[config.mk]
export PLATFORM = sky130hd
export DESIGN_NAME = decode_stage_flat
export DESIGN_NICKNAME = d
export VERILOG_FILES = /design/src/rtl/decode_stage_if.sv /design/src/rtl/decode_stage.sv /design/src/flat_wrapper.sv
export SDC_FILE = /design/constraint.sdc
export NUM_CORES = 1
export LEC_CHECK = 0
export CAP_MARGIN = 20
export CORE_ASPECT_RATIO = 1.1
export CORE_MARGIN = 5
export CORE_UTILIZATION = 40
export CTS_CLUSTER_SIZE = 24
export DETAILED_ROUTE_END_ITERATION = 7
export PLACE_DENSITY_LB_ADDON = 0.05
export REMOVE_ABC_BUFFERS = 1
export SLEW_MARGIN = 20
export SYNTH_ARGS = -nofsm -noshare
export SYNTH_HDL_FRONTEND = slang
export SYNTH_SLANG_ARGS = --single-unit
[constraint.sdc]
create_clock -name clk -period 5.5 [get_ports clk]
set_clock_uncertainty 0.15 [all_clocks]
set_input_delay 0.825 -clock clk [delete_from_list [all_inputs] [get_ports clk]]
set_output_delay 0.825 -clock clk [all_outputs]
set_load 0.01 [all_outputs]
[src/rtl/decode_stage_if.sv]
`default_nettype none
// ============================================================================
// Module      : decode_stage_if
// Description : Bundle of the decode stage's handshake, data and status
//               signals.
//               master : the environment (fetch side driver + consumer)
//               slave  : the decode stage itself
//               Signals: flush, in_valid/in_ready/in_ir/in_pc,
//               out_valid/out_ready, decoded out_* fields, ill_cnt.
// Revision    : 1.0 - initial release
// ============================================================================
interface decode_stage_if #(
    parameter int XLEN      = 32,
    parameter int ILL_CNT_W = 16
);
    logic                 flush;
    logic                 in_valid;
    logic                 in_ready;
    logic [31:0]          in_ir;
    logic [XLEN-1:0]      in_pc;
    logic                 out_valid;
    logic                 out_ready;
    logic [XLEN-1:0]      out_pc;
    logic [4:0]           out_opcode;
    logic [2:0]           out_funct3;
    logic [6:0]           out_funct7;
    logic [4:0]           out_rs1;
    logic [4:0]           out_rs2;
    logic [4:0]           out_rd;
    logic [2:0]           out_fmt;
    logic [XLEN-1:0]      out_imm;
    logic                 out_illegal;
    logic [ILL_CNT_W-1:0] ill_cnt;

    modport master (
        output flush, in_valid, in_ir, in_pc, out_ready,
        input  in_ready, out_valid, out_pc, out_opcode, out_funct3,
               out_funct7, out_rs1, out_rs2, out_rd, out_fmt, out_imm,
               out_illegal, ill_cnt
    );

    modport slave (
        input  flush, in_valid, in_ir, in_pc, out_ready,
        output in_ready, out_valid, out_pc, out_opcode, out_funct3,
               out_funct7, out_rs1, out_rs2, out_rd, out_fmt, out_imm,
               out_illegal, ill_cnt
    );
endinterface
`default_nettype wire

[src/rtl/decode_stage.sv]
`default_nettype none
// ============================================================================
// Module      : decode_stage
// Description : Registered RV32I/RV64I instruction decode stage.
//               Decodes one 32-bit instruction per cycle (combinationally on
//               the input side), stores the result in a two-entry skid
//               buffer (output register + skid register) and presents it one
//               cycle after acceptance. Includes pipeline flush and a
//               saturating count of illegal instructions handed downstream.
// Ports       : clk  - clock, rising edge
//               rst  - synchronous active-high reset
//               bus  - decode_stage_if.slave (flush, input handshake with
//                      in_ir/in_pc, output handshake with decoded fields,
//                      ill_cnt)
// Revision    : 1.0 - initial release
// ============================================================================
module decode_stage #(
    parameter int XLEN      = 32,
    parameter int ILL_CNT_W = 16
) (
    input  logic          clk,
    input  logic          rst,
    decode_stage_if.slave bus
);

    // ------------------------------------------------------------------------
    // Format codes and base opcodes (IR[6:2])
    // ------------------------------------------------------------------------
    localparam logic [2:0] c_fmt_r   = 3'd0;
    localparam logic [2:0] c_fmt_i   = 3'd1;
    localparam logic [2:0] c_fmt_s   = 3'd2;
    localparam logic [2:0] c_fmt_b   = 3'd3;
    localparam logic [2:0] c_fmt_u   = 3'd4;
    localparam logic [2:0] c_fmt_j   = 3'd5;
    localparam logic [2:0] c_fmt_ill = 3'd7;

    localparam logic [4:0] c_op_load      = 5'b00000;
    localparam logic [4:0] c_op_misc_mem  = 5'b00011;
    localparam logic [4:0] c_op_op_imm    = 5'b00100;
    localparam logic [4:0] c_op_auipc     = 5'b00101;
    localparam logic [4:0] c_op_op_imm_32 = 5'b00110;
    localparam logic [4:0] c_op_store     = 5'b01000;
    localparam logic [4:0] c_op_op        = 5'b01100;
    localparam logic [4:0] c_op_lui       = 5'b01101;
    localparam logic [4:0] c_op_op_32     = 5'b01110;
    localparam logic [4:0] c_op_branch    = 5'b11000;
    localparam logic [4:0] c_op_jalr      = 5'b11001;
    localparam logic [4:0] c_op_jal       = 5'b11011;
    localparam logic [4:0] c_op_system    = 5'b11100;

    // One decoded instruction as held in either buffer entry
    typedef struct packed {
        logic [XLEN-1:0] pc;
        logic [4:0]      opcode;
        logic [2:0]      funct3;
        logic [6:0]      funct7;
        logic [4:0]      rs1;
        logic [4:0]      rs2;
        logic [4:0]      rd;
        logic [2:0]      fmt;
        logic [XLEN-1:0] imm;
        logic            illegal;
    } dec_t;

    // Buffer occupancy: EMPTY, ONE (out reg valid), FULL (out + skid valid)
    typedef enum logic [1:0] {
        ST_EMPTY = 2'd0,
        ST_ONE   = 2'd1,
        ST_FULL  = 2'd2
    } state_t;

    // ------------------------------------------------------------------------
    // Declarations
    // ------------------------------------------------------------------------
    state_t               r_state;
    state_t               w_state_nxt;
    logic                 r_in_ready;
    dec_t                 r_out;
    dec_t                 r_skid;
    logic [ILL_CNT_W-1:0] r_ill_cnt;

    dec_t                 w_dec;
    logic [31:0]          w_ir;
    logic [2:0]           w_fmt;
    logic                 w_rv64_ops;
    logic                 w_out_valid;
    logic                 w_accept;
    logic                 w_drain;
    logic                 w_load_out_in;
    logic                 w_load_out_skid;
    logic                 w_load_skid;

    // ------------------------------------------------------------------------
    // The *-32 word opcodes only exist on a 64-bit datapath
    // ------------------------------------------------------------------------
    generate
        if (XLEN == 64) begin : g_rv64
            assign w_rv64_ops = 1'b1;
        end else begin : g_rv32
            assign w_rv64_ops = 1'b0;
        end
    endgenerate

    assign w_ir = bus.in_ir;

    // ------------------------------------------------------------------------
    // Combinational decode of the incoming instruction
    // ------------------------------------------------------------------------
    always_comb begin
        w_fmt = c_fmt_ill;
        // Compressed / non-32-bit encodings are never a base opcode
        if (w_ir[1:0] == 2'b11) begin
            case (w_ir[6:2])
                c_op_lui,
                c_op_auipc:     w_fmt = c_fmt_u;
                c_op_jal:       w_fmt = c_fmt_j;
                c_op_jalr,
                c_op_load,
                c_op_op_imm,
                c_op_misc_mem,
                c_op_system:    w_fmt = c_fmt_i;
                c_op_store:     w_fmt = c_fmt_s;
                c_op_branch:    w_fmt = c_fmt_b;
                c_op_op:        w_fmt = c_fmt_r;
                c_op_op_imm_32: w_fmt = w_rv64_ops ? c_fmt_i : c_fmt_ill;
                c_op_op_32:     w_fmt = w_rv64_ops ? c_fmt_r : c_fmt_ill;
                default:        w_fmt = c_fmt_ill;
            endcase
        end
    end

    always_comb begin
        w_dec         = '0;
        // Raw fields pass through regardless of legality
        w_dec.pc      = bus.in_pc;
        w_dec.opcode  = w_ir[6:2];
        w_dec.funct3  = w_ir[14:12];
        w_dec.funct7  = w_ir[31:25];
        w_dec.rs1     = w_ir[19:15];
        w_dec.rs2     = w_ir[24:20];
        w_dec.rd      = w_ir[11:7];
        w_dec.fmt     = w_fmt;
        w_dec.illegal = (w_fmt == c_fmt_ill);
        // Every immediate takes its sign from IR[31]; the replicated sign
        // covers IR[31]'s own position so the explicit slices start at 30.
        case (w_fmt)
            c_fmt_i: w_dec.imm = {{(XLEN-11){w_ir[31]}}, w_ir[30:20]};
            c_fmt_s: w_dec.imm = {{(XLEN-11){w_ir[31]}}, w_ir[30:25],
                                  w_ir[11:7]};
            c_fmt_b: w_dec.imm = {{(XLEN-12){w_ir[31]}}, w_ir[7],
                                  w_ir[30:25], w_ir[11:8], 1'b0};
            c_fmt_u: w_dec.imm = {{(XLEN-31){w_ir[31]}}, w_ir[30:12],
                                  12'b0};
            c_fmt_j: w_dec.imm = {{(XLEN-20){w_ir[31]}}, w_ir[19:12],
                                  w_ir[20], w_ir[30:21], 1'b0};
            default: w_dec.imm = '0;
        endcase
    end

    // ------------------------------------------------------------------------
    // Handshake qualifiers. in_ready comes from a register so that it never
    // depends combinationally on out_ready.
    // ------------------------------------------------------------------------
    assign w_out_valid = (r_state != ST_EMPTY);
    assign w_accept    = bus.in_valid & r_in_ready;
    assign w_drain     = w_out_valid & bus.out_ready;

    // ------------------------------------------------------------------------
    // Buffer FSM: state register
    // ------------------------------------------------------------------------
    always_ff @(posedge clk) begin
        if (rst) begin
            r_state <= ST_EMPTY;
        end else begin
            r_state <= w_state_nxt;
        end
    end

    // ------------------------------------------------------------------------
    // Buffer FSM: next state and entry load controls
    // ------------------------------------------------------------------------
    always_comb begin
        w_state_nxt     = r_state;
        w_load_out_in   = 1'b0;
        w_load_out_skid = 1'b0;
        w_load_skid     = 1'b0;
        case (r_state)
            ST_EMPTY: begin
                if (w_accept) begin
                    w_state_nxt   = ST_ONE;
                    w_load_out_in = 1'b1;
                end
            end
            ST_ONE: begin
                if (w_accept && !w_drain) begin
                    // Output register is stalled; new word parks in skid
                    w_state_nxt = ST_FULL;
                    w_load_skid = 1'b1;
                end else if (w_accept && w_drain) begin
                    w_load_out_in = 1'b1;
                end else if (w_drain) begin
                    w_state_nxt = ST_EMPTY;
                end
            end
            ST_FULL: begin
                // in_ready is low here, so only a drain can happen
                if (w_drain) begin
                    w_state_nxt     = ST_ONE;
                    w_load_out_skid = 1'b1;
                end
            end
            default: begin
                w_state_nxt = ST_EMPTY;
            end
        endcase
        // Flush discards everything buffered plus any same-cycle accept
        if (bus.flush) begin
            w_state_nxt     = ST_EMPTY;
            w_load_out_in   = 1'b0;
            w_load_out_skid = 1'b0;
            w_load_skid     = 1'b0;
        end
    end

    // ------------------------------------------------------------------------
    // Datapath registers and illegal-instruction counter
    // ------------------------------------------------------------------------
    always_ff @(posedge clk) begin
        if (rst) begin
            r_in_ready <= 1'b1;
            r_out      <= '0;
            r_skid     <= '0;
            r_ill_cnt  <= '0;
        end else begin
            r_in_ready <= (w_state_nxt != ST_FULL);
            if (w_load_out_in) begin
                r_out <= w_dec;
            end else if (w_load_out_skid) begin
                r_out <= r_skid;
            end
            if (w_load_skid) begin
                r_skid <= w_dec;
            end
            // Counts illegal words actually handed downstream, including a
            // drain in a flush cycle; flush never clears it.
            if (w_drain && r_out.illegal && !(&r_ill_cnt)) begin
                r_ill_cnt <= r_ill_cnt + ILL_CNT_W'(1);
            end
        end
    end

    // ------------------------------------------------------------------------
    // Outputs
    // ------------------------------------------------------------------------
    assign bus.in_ready    = r_in_ready;
    assign bus.out_valid   = w_out_valid;
    assign bus.out_pc      = r_out.pc;
    assign bus.out_opcode  = r_out.opcode;
    assign bus.out_funct3  = r_out.funct3;
    assign bus.out_funct7  = r_out.funct7;
    assign bus.out_rs1     = r_out.rs1;
    assign bus.out_rs2     = r_out.rs2;
    assign bus.out_rd      = r_out.rd;
    assign bus.out_fmt     = r_out.fmt;
    assign bus.out_imm     = r_out.imm;
    assign bus.out_illegal = r_out.illegal;
    assign bus.ill_cnt     = r_ill_cnt;

endmodule
`default_nettype wire

[src/flat_wrapper.sv]
// flat-port wrapper written by rule: the top's interface ports become plain ports
module decode_stage_flat 
#(
    parameter int XLEN      = 32,
    parameter int ILL_CNT_W = 16
)
  (clk, rst, bus_flush, bus_in_valid, bus_in_ir, bus_in_pc, bus_out_ready, bus_in_ready, bus_out_valid, bus_out_pc, bus_out_opcode, bus_out_funct3, bus_out_funct7, bus_out_rs1, bus_out_rs2, bus_out_rd, bus_out_fmt, bus_out_imm, bus_out_illegal, bus_ill_cnt);
  decode_stage_if #(.XLEN(XLEN), .ILL_CNT_W(ILL_CNT_W)) bus_i ();
  input  logic clk;
  input  logic rst;
  input wire logic [$bits(bus_i.flush)-1:0] bus_flush;
  input wire logic [$bits(bus_i.in_valid)-1:0] bus_in_valid;
  input wire logic [$bits(bus_i.in_ir)-1:0] bus_in_ir;
  input wire logic [$bits(bus_i.in_pc)-1:0] bus_in_pc;
  input wire logic [$bits(bus_i.out_ready)-1:0] bus_out_ready;
  output wire logic [$bits(bus_i.in_ready)-1:0] bus_in_ready;
  output wire logic [$bits(bus_i.out_valid)-1:0] bus_out_valid;
  output wire logic [$bits(bus_i.out_pc)-1:0] bus_out_pc;
  output wire logic [$bits(bus_i.out_opcode)-1:0] bus_out_opcode;
  output wire logic [$bits(bus_i.out_funct3)-1:0] bus_out_funct3;
  output wire logic [$bits(bus_i.out_funct7)-1:0] bus_out_funct7;
  output wire logic [$bits(bus_i.out_rs1)-1:0] bus_out_rs1;
  output wire logic [$bits(bus_i.out_rs2)-1:0] bus_out_rs2;
  output wire logic [$bits(bus_i.out_rd)-1:0] bus_out_rd;
  output wire logic [$bits(bus_i.out_fmt)-1:0] bus_out_fmt;
  output wire logic [$bits(bus_i.out_imm)-1:0] bus_out_imm;
  output wire logic [$bits(bus_i.out_illegal)-1:0] bus_out_illegal;
  output wire logic [$bits(bus_i.ill_cnt)-1:0] bus_ill_cnt;
  assign bus_i.flush = bus_flush;
  assign bus_i.in_valid = bus_in_valid;
  assign bus_i.in_ir = bus_in_ir;
  assign bus_i.in_pc = bus_in_pc;
  assign bus_i.out_ready = bus_out_ready;
  assign bus_in_ready = bus_i.in_ready;
  assign bus_out_valid = bus_i.out_valid;
  assign bus_out_pc = bus_i.out_pc;
  assign bus_out_opcode = bus_i.out_opcode;
  assign bus_out_funct3 = bus_i.out_funct3;
  assign bus_out_funct7 = bus_i.out_funct7;
  assign bus_out_rs1 = bus_i.out_rs1;
  assign bus_out_rs2 = bus_i.out_rs2;
  assign bus_out_rd = bus_i.out_rd;
  assign bus_out_fmt = bus_i.out_fmt;
  assign bus_out_imm = bus_i.out_imm;
  assign bus_out_illegal = bus_i.out_illegal;
  assign bus_ill_cnt = bus_i.ill_cnt;
  decode_stage #(.XLEN(XLEN), .ILL_CNT_W(ILL_CNT_W)) u_core (.clk(clk), .rst(rst), .bus(bus_i));
endmodule
# Word level (Yosys, flattened, before mapping)
# Cells that the tools add are included.
# totals
reg_bits	215
input_bits	69
out_inout_bits	116
# op_classes
addsub	1
eq_ne	20
n_mux	23
n_bitwise	2
reduce_logical	13
# op_table
cell	n
two-way mux 98 bit	2
case mux 32 bit (5 select lines)	1
== test 5 bit, second input constant	4
case mux 3 bit (6 select lines)	1
adder 16 x 1 -> 16 bit, second input constant	1
AND reduction 16 bit	1
== test 5 x 4 -> 1 bit, second input constant	3
two-way mux 2 bit	6
== test 5 x 3 -> 1 bit, second input constant	2
two-way mux 1 bit	10
== test 3 bit, second input constant	3
== test 3 x 2 -> 1 bit, second input constant	2
case mux 2 bit (3 select lines)	1
== test 5 x 2 -> 1 bit, second input constant	1
logical NOT 5 bit	1
OR reduction 5 bit	1
== test 2 bit, second input constant	2
logical AND 1 bit	4
nonzero test 2 bit	2
== test 3 x 1 -> 1 bit, second input constant	1
two-way mux 3 bit	1
bitwise AND 1 bit	2
== test 2 x 1 -> 1 bit, second input constant	1
logical NOT 1 bit	2
4 further kinds	4

# Logic depth before layout (Yosys ltp)
# Gate-level depths: netlist of the first run.
# logic_depth
depth_word	8
depth_mapped	8

# Worst setup path after synthesis of the first run
# OpenSTA, ideal clock, no wires.
# synth_path
path_type	input-to-reg
startpoint	input port bus_in_ir[0]
endpoint	register u_core.r_out, in the netlist u_core.bus.out_imm[13]
setup_time_ps	148
t_arrival_ps	2072
required_ps	5202
path_slack_ps	3130
path_stages	6
path_cell_list	and2_0 -> and3_1 -> clkbuf_1 -> and2_2 -> nor3_4 -> a221oi_2
# synth_between
elab_chain_cells	5
elab_cells_between_ends	9
# synth_rtl
element	line_no	text
start, declared	flat_wrapper.sv:13	input wire logic [$bits(bus_i.in_ir)-1:0] bus_in_ir;
== test 2 bit (*)	decode_stage.sv:112	if (w_ir[1:0] == 2'b11) begin
two-way mux 3 bit (*)	decode_stage.sv:112	
== test 3 bit (tied with other cells)	decode_stage.sv:146	case (w_fmt)
case mux 32 bit (5 select lines) (*)	decode_stage.sv:146	
two-way mux 98 bit (*)	decode_stage.sv:236	if (w_load_out_in) begin
end signal, assigned	decode_stage.sv:237	r_out <= w_dec;
end signal, assigned	decode_stage.sv:239	r_out <= r_skid;
end, declared	decode_stage.sv:78	dec_t r_out;
# Every way passes the cells marked *; elsewhere a longest branch is shown, timed or not.
# A chain may end at the register's enable or synchronous reset.

# Worst setup path in the final report of the first run
# layout_path
startpoint	input port bus_flush
endpoint	register u_core.r_skid[17] (netlist name)
# layout_between
elab_chain_cells	1
# layout_rtl
element	line_no	text
start, declared	flat_wrapper.sv:11	input wire logic [$bits(bus_i.flush)-1:0] bus_flush;
two-way mux 1 bit	decode_stage.sv:217	if (bus.flush) begin
end signal, assigned	decode_stage.sv:242	r_skid <= w_dec;
end, declared	decode_stage.sv:79	dec_t r_skid;
# Every way passes these cells.

==> flow_summary_export.csv, run 1 <==
group,metric,value,unit
worst_setup_path,r2r_start,"u_core.bus.in_ready",
drt,top_layer,"met4",
worst_setup_path,crit_start,"bus_flush",
global_route,grt_max_degree,109,
worst_setup_path,path_class,"input pin to register",
floorplan,io_pins,185,
floorplan,initial_core_util,40.4,%
drt,routedWlPerCell,16.5,um
timing,tightest_slew,939,ps
timing,slew_violations,0,
final_layout,finalNetCount,1205,
global_route,grt_pass1_wl,38.9,mm
worst_setup_path,cp_cell_sequence,"clkdlybuf4s50_1 -> nor3_1 -> and2_4 -> buf_4 -> nor2_1 -> a211oi_1",
timing,period_share,59.6,%
synthesis,ys_warn_count,0,
job,cap_violations,0,
synthesis,ys.flop_type,"dfxtp_1",
worst_setup_path,cp.required,5750,ps
placed_design,gp_congestion,0.726,
placed_design,place_ws,1670,ps
floorplan,die_w,152,um
placed_design,dpl.hpwl,14.9,mm
worst_setup_path,worstPathMaxFanout,77,
clocking,cts_tree,"yes",
power_and_ir_drop,seq_power_share,47.1,%
drt,dr_wl_met2,10.9,mm
synthesis,synth.distinct_cells,64,
worst_setup_path,slowest_stage,"and2_4",
global_route,grt_pass1_vias,7294,
clocking,insertion_delay,500,ps
final_layout,final_layout_size_suffix_gt1_share,6.96,%
drt,drt-met1-wl,11.4,mm
timing,setup_ws,2220,ps
synthesis,synth_area_leaders,"dfxtp_1 48%, nand2_1 8.5%, a21oi_1 6.9%, mux2i_1 5.1%, a211oi_1 4.6%",
worst_setup_path,end_kind,"register",
timing,finalHoldViolCount,0,
drt,vias,7572,
clocking,root_buffer,"clkbuf_16",
final_layout,final_cell_mix,"215 x dfxtp_1, 200 x nand2_1, 183 x clkdlybuf4s50_1",
power_and_ir_drop,power.switching,0.809,mW
clocking,post-cts-setup-buffers,0,
synthesis,synth_seq_cells,215,
synthesis,synth_area,8900,um2
clocking,clock_sink_count,215,
floorplan,rows,57,
synthesis,synth_top_area_share,48.3,%
power_and_ir_drop,p_sw_share,23.4,%
worst_setup_path,critPathCapture,"u_core.r_skid[17]",
floorplan,dieHeight,166,um
global_route,grt.overflow.total,0,
final_layout,syn2layout_area_growth,30.3,%
power_and_ir_drop,internal-power,2.65,mW
synthesis,post_synth_inst_count,1002,
drt,dr.pass1.iters,5,
worst_setup_path,start_kind,"input pin",
drt,drc_errors,0,
drt,drtIter0Drc,349,
power_and_ir_drop,pwr-share-comb,9.6,%
drt,avgViaCountPerCell,5.24,
power_and_ir_drop,vdd_drop_max,0.212,mV
timing,max_freq,305,MHz
worst_setup_path,rrSetupSlack,2670,ps
synthesis,synth_sequential_area_ratio,48.3,%
power_and_ir_drop,p_per_area,298,nW/um2
placed_design,io_buffers,184,
clocking,cts_max_level,1,
worst_setup_path,crit_buf_inv,2,
worst_setup_path,r2r_cells,6,
synthesis,async_reset_ff_share,0,%
drt,routed_wl,23.8,mm
run_status,outcome,"finished, final reports clean",
synthesis,synth-edff-count,0,
timing,finalSetupViolations,0,
clocking,post_cts_resized,0,
worst_setup_path,cpPeakStageDelay,850,ps
global_route,grt_util_all_layers,18.0,%
min_path,hp-class,"register to register",
timing,rsz0062_at_grt,"no",
floorplan,core,22000,um2
clocking,path_clk_slew,60,ps
power_and_ir_drop,p_leak,3.69,nW
global_route,antenna_found_initial,0,
clocking,postCtsHoldBufs,0,
synthesis,synth_area_leader_cell,"dfxtp_1",
drt,met3_length,1.27,mm
worst_setup_path,crit_arrival,3530,ps
power_and_ir_drop,p_clk_share,43.3,%
final_layout,nFillCells,2087,
timing,finalSetupTns,0,ps
clocking,cts_buffers,24,
timing,min_period,3280,ps
timing,maxSlewHeadroom,37.4,%
floorplan,dieArea,25300,um2
drt,postRouteAntennaNets,0,
final_layout,mostFrequentLayoutCell,"dfxtp_1",
worst_setup_path,path_depth,6,
worst_setup_path,rr_endpoint,"u_core.r_skid[17]",
clocking,clk_path_buf_depth,3,
synthesis,avgSynthCellArea,8.89,um2
worst_setup_path,crit_family,"simple AND/OR/NAND/NOR gates",
layer usage:
layer,GRT usage [%],up-vias
met4,3.17,0
met2,29.7,182
met1,24.8,3523
met5,0,-
met3,3.53,20
li1,-,3847
tightest hold or removal path: stages, from the launching register on:
cell and delay [ps]:
dfxtp_1 310, nand2_1 50, a21oi_1 50
power by group through the flow:
stage               clock network (mW)  registers (mW)  logic (mW)
floorplan                            0            1.67       0.113
global placement                     0            1.66       0.336
detailed placement                   0            1.66       0.336
CTS                               1.55            1.63       0.337
global route                      1.61            1.63       0.363
finish                            1.50            1.63       0.333
logic make-up after synthesis:
| logic type | count (synthesis) | share of synthesized area (%) |
|---|---|---|
| mux | 47 | 5.31 |
| simple gates | 340 | 17.0 |
| flops | 215 | 48.3 |
| fa+ha+maj | 1 | 0.141 |
| compound gates | 295 | 23.5 |
| xor+xnor | 13 | 1.28 |
| buf+inv | 91 | 4.51 |
worst min-delay path by stage:
stage | slack [ps] | to | start | cells past startpoint
2_1_floorplan | 280 | u_core.r_skid[38] | u_core.r_skid[38] | 2
3_3_place_gp | 290 | u_core.r_skid[89] | u_core.r_skid[89] | 2
3_5_place_dp | 300 | u_core.bus.out_pc[23] | u_core.bus.out_pc[23] | 2
4_1_cts | 300 | u_core.bus.out_pc[23] | u_core.bus.out_pc[23] | 2
5_1_grt | 320 | u_core.r_skid[86] | u_core.r_skid[86] | 2
6_report | 300 | u_core.bus.out_pc[26] | u_core.bus.out_pc[26] | 2
layout make-up:
| class | instances | area, um2 | share of cell area, % |
|---|---|---|---|
| multi-input combinational | 696 | 4250 | 36.6 |
| timing repair buffer | 193 | 1920 | 16.6 |
| antenna | 1 | 2.50 | 0.0216 |
| clock inverter | 6 | 36.3 | 0.313 |
| sequential | 215 | 4300 | 37.1 |
| inverter | 5 | 18.8 | 0.162 |
| clock buffer | 35 | 703 | 6.06 |
| tap | 295 | 369 | 3.18 |
sequential cells by signal, summed over array words and instances, names as in the netlist:
register,cells
u_core.bus.ill_cnt,16
u_core.bus.out_pc,32
u_core.bus.out_illegal,1
u_core.bus.out_funct7,7
u_core.bus.in_ready,1
u_core.bus.out_rd,5
u_core.bus.out_rs1,5
u_core.bus.out_rs2,5
u_core.r_skid,98
u_core.bus.out_opcode,5
u_core.bus.out_fmt,3
u_core.bus.out_imm,32
u_core.r_state,2
u_core.bus.out_funct3,3
synthesized netlist by cell type, drive strengths merged, types with 5 or more instances:
cell type	n
dfxtp	215
inv	5
nor3	11
o2bb2ai	6
nand3	12
a21oi	123
and2	5
o21ai	6
nor2	68
a22oi	51
buf	35
a22o	6
a211oi	58
mux2i	45
nand2	201
nor3b	7
xnor2	9
clkbuf	51
nor2b	6
a221oi	20
metrics by stage:
| stage | cells | cell area (um2) | util [%] | hold WS (ps) | power (mW) |
|---|---|---|---|---|---|
| detailed placement | 1404 | 10900 | 49.3 | 296 | 2.00 |
| global placement | 1404 | 10900 | 49.3 | 291 | 2.00 |
| floorplan | 916 | 8520 | - | 280 | 1.79 |
| CTS | 1445 | 11600 | 52.6 | 304 | 3.51 |
| global route | 1445 | 11600 | 52.6 | 321 | 3.61 |
| finish | 1446 | 11600 | 52.7 | 302 | 3.45 |
(Power assumes the default switching activity.)
==> run 2, diff against run 1 <==
==> constraint.sdc (replaced) <==
create_clock -name clk -period 3 [get_ports clk]
set_clock_uncertainty 0.15 [all_clocks]
set_input_delay 0.45 -clock clk [delete_from_list [all_inputs] [get_ports clk]]
set_output_delay 0.45 -clock clk [all_outputs]
set_load 0.01 [all_outputs]
==> run 2 against run 1 <==
  * Utilization rose by 1.5 points
  * Sequential share of layout area shrank 1.0 points
  * Hold slack got worse by 19 ps
  * Die area did not move
  * Worst setup slack worse by 1700 ps
  * Count of clock-buffer cells in the layout fell by 1
  * Total power grew 88%
  * Critical path depth is the same
  * Routed wire length is 2.5% higher
  * Flip-flop and latch count unchanged
  * Final cell count rose by 1.7%
  * Critical endpoint is now u_core.bus.out_imm[29]
  * Largest power group unchanged
==> flow_summary_export.csv, run 2 (synthesis gave the netlist of run 1 again) <==
group,metric,value,unit
run_status,outcome,"finished, final reports clean",
floorplan,dieHeight,166,um
final_layout,regMostFlops,"u_core.r_skid",
clocking,root_buffer,"clkbuf_16",
worst_setup_path,worstPathMaxFanout,11,
placed_design,io_buffers,184,
final_layout,finalNetCount,1230,
clocking,cts_buffers,23,
global_route,grt.overflow.total,0,
global_route,grt_util_all_layers,18.6,%
worst_setup_path,crit_arrival,2640,ps
floorplan,die_w,152,um
power_and_ir_drop,vdd_drop_max,0.375,mV
drt,routedWlPerCell,16.6,um
worst_setup_path,r2r_start,"u_core.bus.in_ready",
floorplan,rows,57,
clocking,cts_max_level,1,
timing,finalSetupViolations,0,
global_route,grt_pass1_wl,40.1,mm
worst_setup_path,path_class,"input pin to register",
worst_setup_path,start_kind,"input pin",
drt,drc_errors,0,
placed_design,placed_cell_area,11200,um2
drt,drtIter0Drc,364,
drt,avgViaCountPerCell,5.21,
min_path,min_path_cells,2,
clocking,clock_sink_count,215,
final_layout,mostFrequentLayoutCell,"dfxtp_1",
clocking,post_cts_resized,0,
final_layout,syn2layout_area_growth,34.1,%
min_path,hold_start,"rst",
timing,max_freq,406,MHz
floorplan,initial_core_util,40.4,%
clocking,post-cts-setup-buffers,0,
clocking,insertion_delay,490,ps
drt,dr.pass1.iters,5,
final_layout,nFillCells,2060,
job,cap_violations,0,
placed_design,gp_congestion,0.813,
global_route,grt_max_degree,93,
global_route,antenna_found_initial,0,
min_path,min_to,"u_core.bus.ill_cnt[4]",
final_layout,largest_reg_flops,98,
drt,vias,7661,
timing,finalSetupTns,0,ps
clocking,postCtsHoldBufs,0,
placed_design,dpl.hpwl,15.9,mm
timing,tightest_slew,964,ps
final_layout,final_cell_mix,"215 x dfxtp_1, 200 x nand2_1, 183 x clkdlybuf4s50_1",
timing,finalHoldViolCount,0,
timing,period_share,82.1,%
timing,maxSlewHeadroom,35.4,%
worst_setup_path,rrSetupSlack,760,ps
power_and_ir_drop,p_per_area,543,nW/um2
drt,postRouteAntennaNets,0,
worst_setup_path,r2r_cells,6,
min_path,hp-class,"input pin to register",
timing,hold_ws,283,ps
worst_setup_path,end_kind,"register",
final_layout,insertedDiodeCount,0,
final_layout,fin_area,11900,um2
floorplan,io_pins,185,
global_route,grt_pass1_vias,7448,
clocking,clk_path_buf_depth,3,
clocking,cts_tree,"yes",
timing,slew_violations,0,
floorplan,dieArea,25300,um2
worst_setup_path,rr_endpoint,"u_core.bus.out_imm[29]",
placed_design,place_inst,1430,
clocking,path_clk_slew,60,ps
timing,rsz0062_at_grt,"no",
worst_setup_path,cp.required,3170,ps
timing,min_period,2460,ps
drt,routed_wl,24.4,mm
final_layout,stdcell_count,1471,
power_and_ir_drop,p_leak,3.87,nW
floorplan,core,22000,um2
final_layout,final_layout_size_suffix_gt1_share,9.10,%
-- run 2: worst max-delay path, stage by stage --
cell	delay (ps)
clkdlybuf4s50_1	580
and2b_1	280
and3_1	190
and2_2	200
nor3_2	730
a221oi_1	210
-- run 2: how the worst max path moves through the flow --
stage / from / endpoint / slack (ps) / cells after the start
5_1_grt: bus_in_ir[5] / u_core.bus.out_imm[29] / 370 / 6
2_1_floorplan: u_core.r_state[1] / u_core.bus.out_imm[1] / -15180 / 4
3_5_place_dp: bus_in_ir[5] / u_core.bus.out_imm[29] / 20 / 6
4_1_cts: bus_in_ir[5] / u_core.bus.out_imm[29] / 550 / 6
3_3_place_gp: bus_in_ir[5] / u_core.bus.out_imm[29] / -0.06 / 6
6_report: bus_in_ir[5] / u_core.bus.out_imm[29] / 540 / 6
-- run 2: power by group --
group	total (mW)	switching, mW	internal (mW)
clock network	2.87	1.13	1.73
logic	0.637	0.320	0.317
registers	2.98	0.0445	2.94
-- run 2: stage by stage --
stage               power, mW  util [%]  setup WS, ps
global route             6.76      54.2           372
global placement         3.69      50.7       -0.0553
CTS                      6.58      54.2           545
floorplan                3.28         -        -15180
detailed placement       3.69      50.7          20.0
finish                   6.48      54.2           536
-- run 2: final cells by class --
cell class	count	area [um2]	share of cell area, %
Sequential cell	215	4300	36.1
Multi-Input combinational cell	696	4250	35.6
Timing Repair Buffer	219	2230	18.7
Clock buffer	34	677	5.67
Tap cell	295	369	3.09
Clock inverter	7	91.3	0.765
Inverter	5	18.8	0.157
-- run 2: routing by layer --
layer / part of all wire, % / wire, um / up-vias / GRT usage, %
met5: 0 / 0 / - / 0
met4: 1.4 / 333 / 0 / 3.52
met3: 4.5 / 1090 / 29 / 3.01
met2: 46 / 11100 / 171 / 30.3
met1: 49 / 11900 / 3567 / 26.3
li1: - / - / 3894 / -
